## src/rtl/imm_extend_pipe.sv

```systemverilog
// imm_extend_pipe: registered immediate extender with valid/ready on both sides.
// The extended value, its tag and an illegal-mode flag are computed when a
// request is accepted and presented one cycle later.
// Optional feature: define IMM_EXTEND_SKID_EN to add a skid register, which
// makes in_ready a registered "skid empty" flag with no combinational path
// from out_ready.
module imm_extend_pipe #(
    parameter int IN_W  = 16,
    parameter int OUT_W = 32,
    parameter int TAG_W = 5
) (
    input  logic             clk,
    input  logic             rst,
    input  logic             in_valid,
    output logic             in_ready,
    input  logic [IN_W-1:0]  in_imm,
    input  logic [2:0]       in_mode,
    input  logic [TAG_W-1:0] in_tag,
    output logic             out_valid,
    input  logic             out_ready,
    output logic [OUT_W-1:0] out_data,
    output logic [TAG_W-1:0] out_tag,
    output logic             out_err
);

    localparam logic [2:0] MODE_ZERO   = 3'd0;
    localparam logic [2:0] MODE_SIGN   = 3'd1;
    localparam logic [2:0] MODE_UPPER  = 3'd2;
    localparam logic [2:0] MODE_BRANCH = 3'd3;
    localparam logic [2:0] MODE_SEXT8  = 3'd4;
    localparam logic [2:0] MODE_ZEXT8  = 3'd5;

    // Extension of one immediate; illegal modes yield zero.
    function automatic logic [OUT_W-1:0] extend_imm(input logic [IN_W-1:0] imm,
                                                    input logic [2:0]      mode);
        logic [OUT_W-1:0] sext;
        sext = {{(OUT_W-IN_W){imm[IN_W-1]}}, imm};
        case (mode)
            MODE_ZERO:   extend_imm = {{(OUT_W-IN_W){1'b0}}, imm};
            MODE_SIGN:   extend_imm = sext;
            MODE_UPPER:  extend_imm = {imm, {(OUT_W-IN_W){1'b0}}};
            MODE_BRANCH: extend_imm = {sext[OUT_W-3:0], 2'b00};
            MODE_SEXT8:  extend_imm = {{(OUT_W-8){imm[7]}}, imm[7:0]};
            MODE_ZEXT8:  extend_imm = {{(OUT_W-8){1'b0}}, imm[7:0]};
            default:     extend_imm = {OUT_W{1'b0}};
        endcase
    endfunction

    // Modes 6 and 7 have no defined extension.
    function automatic logic mode_illegal(input logic [2:0] mode);
        mode_illegal = (mode > MODE_ZEXT8);
    endfunction

    logic             in_fire_s;
    logic             out_fire_s;
    logic [OUT_W-1:0] new_data_s;
    logic             new_err_s;

    logic             out_valid_q, out_valid_d;
    logic [OUT_W-1:0] out_data_q,  out_data_d;
    logic [TAG_W-1:0] out_tag_q,   out_tag_d;
    logic             out_err_q,   out_err_d;

    assign in_fire_s  = in_valid & in_ready;
    assign out_fire_s = out_valid_q & out_ready;
    assign new_data_s = extend_imm(in_imm, in_mode);
    assign new_err_s  = mode_illegal(in_mode);

    assign out_valid = out_valid_q;
    assign out_data  = out_data_q;
    assign out_tag   = out_tag_q;
    assign out_err   = out_err_q;

`ifdef IMM_EXTEND_SKID_EN
    logic             skid_valid_q, skid_valid_d;
    logic [OUT_W-1:0] skid_data_q,  skid_data_d;
    logic [TAG_W-1:0] skid_tag_q,   skid_tag_d;
    logic             skid_err_q,   skid_err_d;
    logic             in_ready_q,   in_ready_d;

    // in_ready is a registered "skid empty" flag, held low during reset.
    assign in_ready = in_ready_q & ~rst;

    // Next state for main and skid registers; skid refills main when main frees up.
    always_comb begin
        out_valid_d  = out_valid_q;
        out_data_d   = out_data_q;
        out_tag_d    = out_tag_q;
        out_err_d    = out_err_q;
        skid_valid_d = skid_valid_q;
        skid_data_d  = skid_data_q;
        skid_tag_d   = skid_tag_q;
        skid_err_d   = skid_err_q;
        if (!out_valid_q || out_ready) begin
            if (skid_valid_q) begin
                // in_ready is low whenever skid is full, so no new input competes here.
                out_valid_d  = 1'b1;
                out_data_d   = skid_data_q;
                out_tag_d    = skid_tag_q;
                out_err_d    = skid_err_q;
                skid_valid_d = 1'b0;
            end else if (in_fire_s) begin
                out_valid_d = 1'b1;
                out_data_d  = new_data_s;
                out_tag_d   = in_tag;
                out_err_d   = new_err_s;
            end else begin
                out_valid_d = 1'b0;
            end
        end else begin
            if (in_fire_s) begin
                skid_valid_d = 1'b1;
                skid_data_d  = new_data_s;
                skid_tag_d   = in_tag;
                skid_err_d   = new_err_s;
            end else begin
                skid_valid_d = skid_valid_q;
            end
        end
        in_ready_d = ~skid_valid_d;
    end

    // State registers for both stages, cleared by synchronous reset.
    always_ff @(posedge clk) begin
        if (rst) begin
            out_valid_q  <= 1'b0;
            out_data_q   <= {OUT_W{1'b0}};
            out_tag_q    <= {TAG_W{1'b0}};
            out_err_q    <= 1'b0;
            skid_valid_q <= 1'b0;
            skid_data_q  <= {OUT_W{1'b0}};
            skid_tag_q   <= {TAG_W{1'b0}};
            skid_err_q   <= 1'b0;
            in_ready_q   <= 1'b1;
        end else begin
            out_valid_q  <= out_valid_d;
            out_data_q   <= out_data_d;
            out_tag_q    <= out_tag_d;
            out_err_q    <= out_err_d;
            skid_valid_q <= skid_valid_d;
            skid_data_q  <= skid_data_d;
            skid_tag_q   <= skid_tag_d;
            skid_err_q   <= skid_err_d;
            in_ready_q   <= in_ready_d;
        end
    end
`else
    // Single stage: accept whenever the register is empty or being drained.
    assign in_ready = ~rst & (~out_valid_q | out_ready);

    // Next state for the single result register.
    always_comb begin
        out_valid_d = out_valid_q;
        out_data_d  = out_data_q;
        out_tag_d   = out_tag_q;
        out_err_d   = out_err_q;
        if (in_fire_s) begin
            out_valid_d = 1'b1;
            out_data_d  = new_data_s;
            out_tag_d   = in_tag;
            out_err_d   = new_err_s;
        end else if (out_fire_s) begin
            out_valid_d = 1'b0;
        end else begin
            out_valid_d = out_valid_q;
        end
    end

    // Result register, cleared by synchronous reset.
    always_ff @(posedge clk) begin
        if (rst) begin
            out_valid_q <= 1'b0;
            out_data_q  <= {OUT_W{1'b0}};
            out_tag_q   <= {TAG_W{1'b0}};
            out_err_q   <= 1'b0;
        end else begin
            out_valid_q <= out_valid_d;
            out_data_q  <= out_data_d;
            out_tag_q   <= out_tag_d;
            out_err_q   <= out_err_d;
        end
    end
`endif

endmodule
```

## config.mk

```make
export PLATFORM = sky130hd
export DESIGN_NAME = imm_extend_pipe
export DESIGN_NICKNAME = d
export VERILOG_FILES = /design/src/rtl/imm_extend_pipe.sv
export SDC_FILE = /design/constraint.sdc
export NUM_CORES = 1
export LEC_CHECK = 0
export ABC_AREA = 1
export CAP_MARGIN = 20
export CORE_MARGIN = 4
export CORE_UTILIZATION = 35
export CTS_CLUSTER_DIAMETER = 60
export DETAILED_ROUTE_END_ITERATION = 16
export GPL_TIMING_DRIVEN = 1
export MAX_ROUTING_LAYER = met4
export PLACE_DENSITY = 0.68
export RECOVER_POWER = 25
export SLEW_MARGIN = 25
export SYNTH_ARGS = -nofsm -noshare
export SYNTH_HDL_FRONTEND = slang
export SYNTH_SLANG_ARGS = --single-unit
export TNS_END_PERCENT = 50
```

## constraint.sdc

```tcl
create_clock -name clk -period 1.35 [get_ports clk]
set_input_delay 0.2025 -clock clk [delete_from_list [all_inputs] [get_ports clk]]
set_output_delay 0.2025 -clock clk [all_outputs]
set_load 0.005 [all_outputs]
```

==> metrics.csv <==
metric,value,unit
Switching Fraction,0.239,
Sink Count,39,
DIE HEIGHT,83.5,um
flop and latch count out of synthesis,39,
Achievable Freq,761,MHz
VDD IR max,0.635,mV
Ant. Diodes,0,
Slowest cell on crit path,clkdlybuf4s50_1,
Yosys warnings,0,
worst slew pin tran,532,ps
P_int,2190,uW
CP Launch Point,out_tag[3],
row cnt,27,
Final Hold Violating Endpoints,0,
Hold Buf Count CTS,0,
Total GRT Usage,0.156,
total negative slack,0,ps
Cells after Synth,266,
net count after synthesis,294,
Seq pwr share,0.421,
max-cap viol count,0,
worst-skew pair later-pin latency,290,ps
initial core utilization,0.362,
Register-to-Register Setup Slack,120,ps
number of I/O port buffers,67,
CTS H-tree depth,2,
reg2reg start,out_valid,
max-slew violation count,0,
Slew headroom,0.645,
Top delay family on crit path,buffers and inverters,
Syn-to-layout area delta,52.9,%
via count,1979,
Die X,83.5,um
worst flop-to-flop path endpoint,out_data[9],
Setup crit end,out_tag[3],
total power,2870,uW
core area,0.00551,mm^2
crit-path cells,clkdlybuf4s50_1,
starting DRC count in detailed routing,104,
mapped cell area,0.00199,mm^2
share of cells above drive strength 1,0.252,
Hold Startpoint,in_mode[2],
detail-routed via count per cell,4.75,
number of routed nets with antenna violations,0,
global-route wire length before repair,8910,um
CP Max Fanout,2,
DRT Wirelength,5390,um
WP buf/inv,1,
DR DRC count,0,
Final setup viols,0,
"Seq/Total Area, Yosys",0.392,
CP Capture Type,primary output,
Power Density,943,mW/mm^2
die area,0.00697,mm^2
CTS tree,done,
Critical Path Source Type,flip-flop,
arrival time worst endpoint,1110,ps
initial antenna violation count,0,
WL per Instance,12.9,um
vias in the first global route,1906,
switching pwr,686,uW
gpl congestion,0.861,
post-route clock period utilization,0.974,
Layout Skew,1.49,ps
combinational power share,0.177,
P_leak,0.00154,uW
Setup CP Type,flip-flop to primary output,
min-delay worst type,input pin to flip-flop,
"CTS clk-pin slew, worst paths",80,ps
CTS root buffer,clkbuf_8,
status,completed,
final net count,372,
largest net degree at the start of global routing,40,
number of cells on the critical path,1,
io pins,68,
clk buf depth,2,
Clock Power Share,0.402,
fin crit period,1310,ps
Unique masters post-synth,22,
max incr delay on CP,500,ps
dpl hpwl,3900,um
mean post-synth cell area,7.49,um^2
total CTS buffers,5,
grt total ovfl,0,
Required @ worst endpoint,1150,ps
worst r2r path cells,7,
TritonRoute pass-1 iters,4,
RSZ-0062 raised after global routing,true,
## worst min-delay path by stage
stage / cells after the start / to
floorplan: 2 / out_valid
global placement: 2 / out_tag[2]
detailed placement: 2 / out_tag[3]
CTS: 3 / out_tag[2]
global route: 3 / out_err
finish: 3 / out_err
## cell type report
| cell class | count | area [um^2] |
|---|---|---|
| tap | 72 | 90.1 |
| clock buffer | 5 | 68.8 |
| inverter | 12 | 47.5 |
| clock inverter | 3 | 67.6 |
| sequential | 39 | 793 |
| fill | 541 | 2460 |
| timing repair buffer | 91 | 937 |
| multi-input combinational | 195 | 1040 |
## what timing repair did
item,CTS,global route
gates resized for setup,13,46
endpoints found under the setup margin,13,63
buffers inserted,0,1
## power by group through the flow
stage / Sequential, uW / Combinational [uW] / Clock, uW
after floorplan: 1240 / 243 / 0
after global placement: 1240 / 503 / 0
after detailed placement: 1240 / 507 / 0
after CTS: 1210 / 505 / 1190
after global routing: 1220 / 554 / 1240
final: 1210 / 507 / 1160
## cell usage in the layout, fill, tap and decap left out, drive strengths merged
master          n
dlygate4sd2     7
bufinv          2
nand3          27
clkbuf          5
nand2          98
buf            25
o22ai           2
nand4          16
clkdlybuf4s25   8
dfxtp          39
a21oi          38
inv            12
nor2           10
o21ai           4
dlymetal6s2s   19
clkdlybuf4s50  32
clkinvlp        1
## tightest hold or removal path: stages
cell	delay, ps
dlymetal6s2s_1	240
nand3_1	140
a21oi_1	60
## synthesized netlist by cell type, drive strengths merged
cell	n	area, um^2
nand2	98	378
dfxtp	39	781
a21oi	38	265
nand3	27	180
buf	17	129
nand4	16	106
inv	12	47.6
nor2	10	62.6
o21ai	4	20.0
clkbuf	3	11.3
o22ai	2	12.5
## kinds of logic (layout without fill, tap and decap cells)
kind of cell / Yosys count / count (layout) / share of synthesized area
simple gates: 151 / 151 / 0.365
compound gates: 44 / 44 / 0.149
flops: 39 / 39 / 0.392
buf+inv: 32 / 111 / 0.0942
## state kept, by name, indices dropped and copies added (netlist names)
name and flops:
out_data 32, out_err 1, out_valid 1, out_tag 5
## metrics by stage
stage	std cells	cell area (um^2)	hold WS, ps	util	setup WS [ps]
after detailed placement	408	2820	456	0.512	-282
after global placement	408	2820	451	0.512	-262
after global routing	417	3050	404	0.553	-16.6
final	417	3050	391	0.553	35.4
after CTS	416	2950	458	0.536	0.820
after floorplan	266	1990	323	-	141
## per-layer routing
layer,global-route usage,share of wire
met1,0.200,0.48
met2,0.257,0.47
met3,0.0385,0.048
met4,0.0219,0.0035
met5,-,0
(Power assumes the default switching activity.)
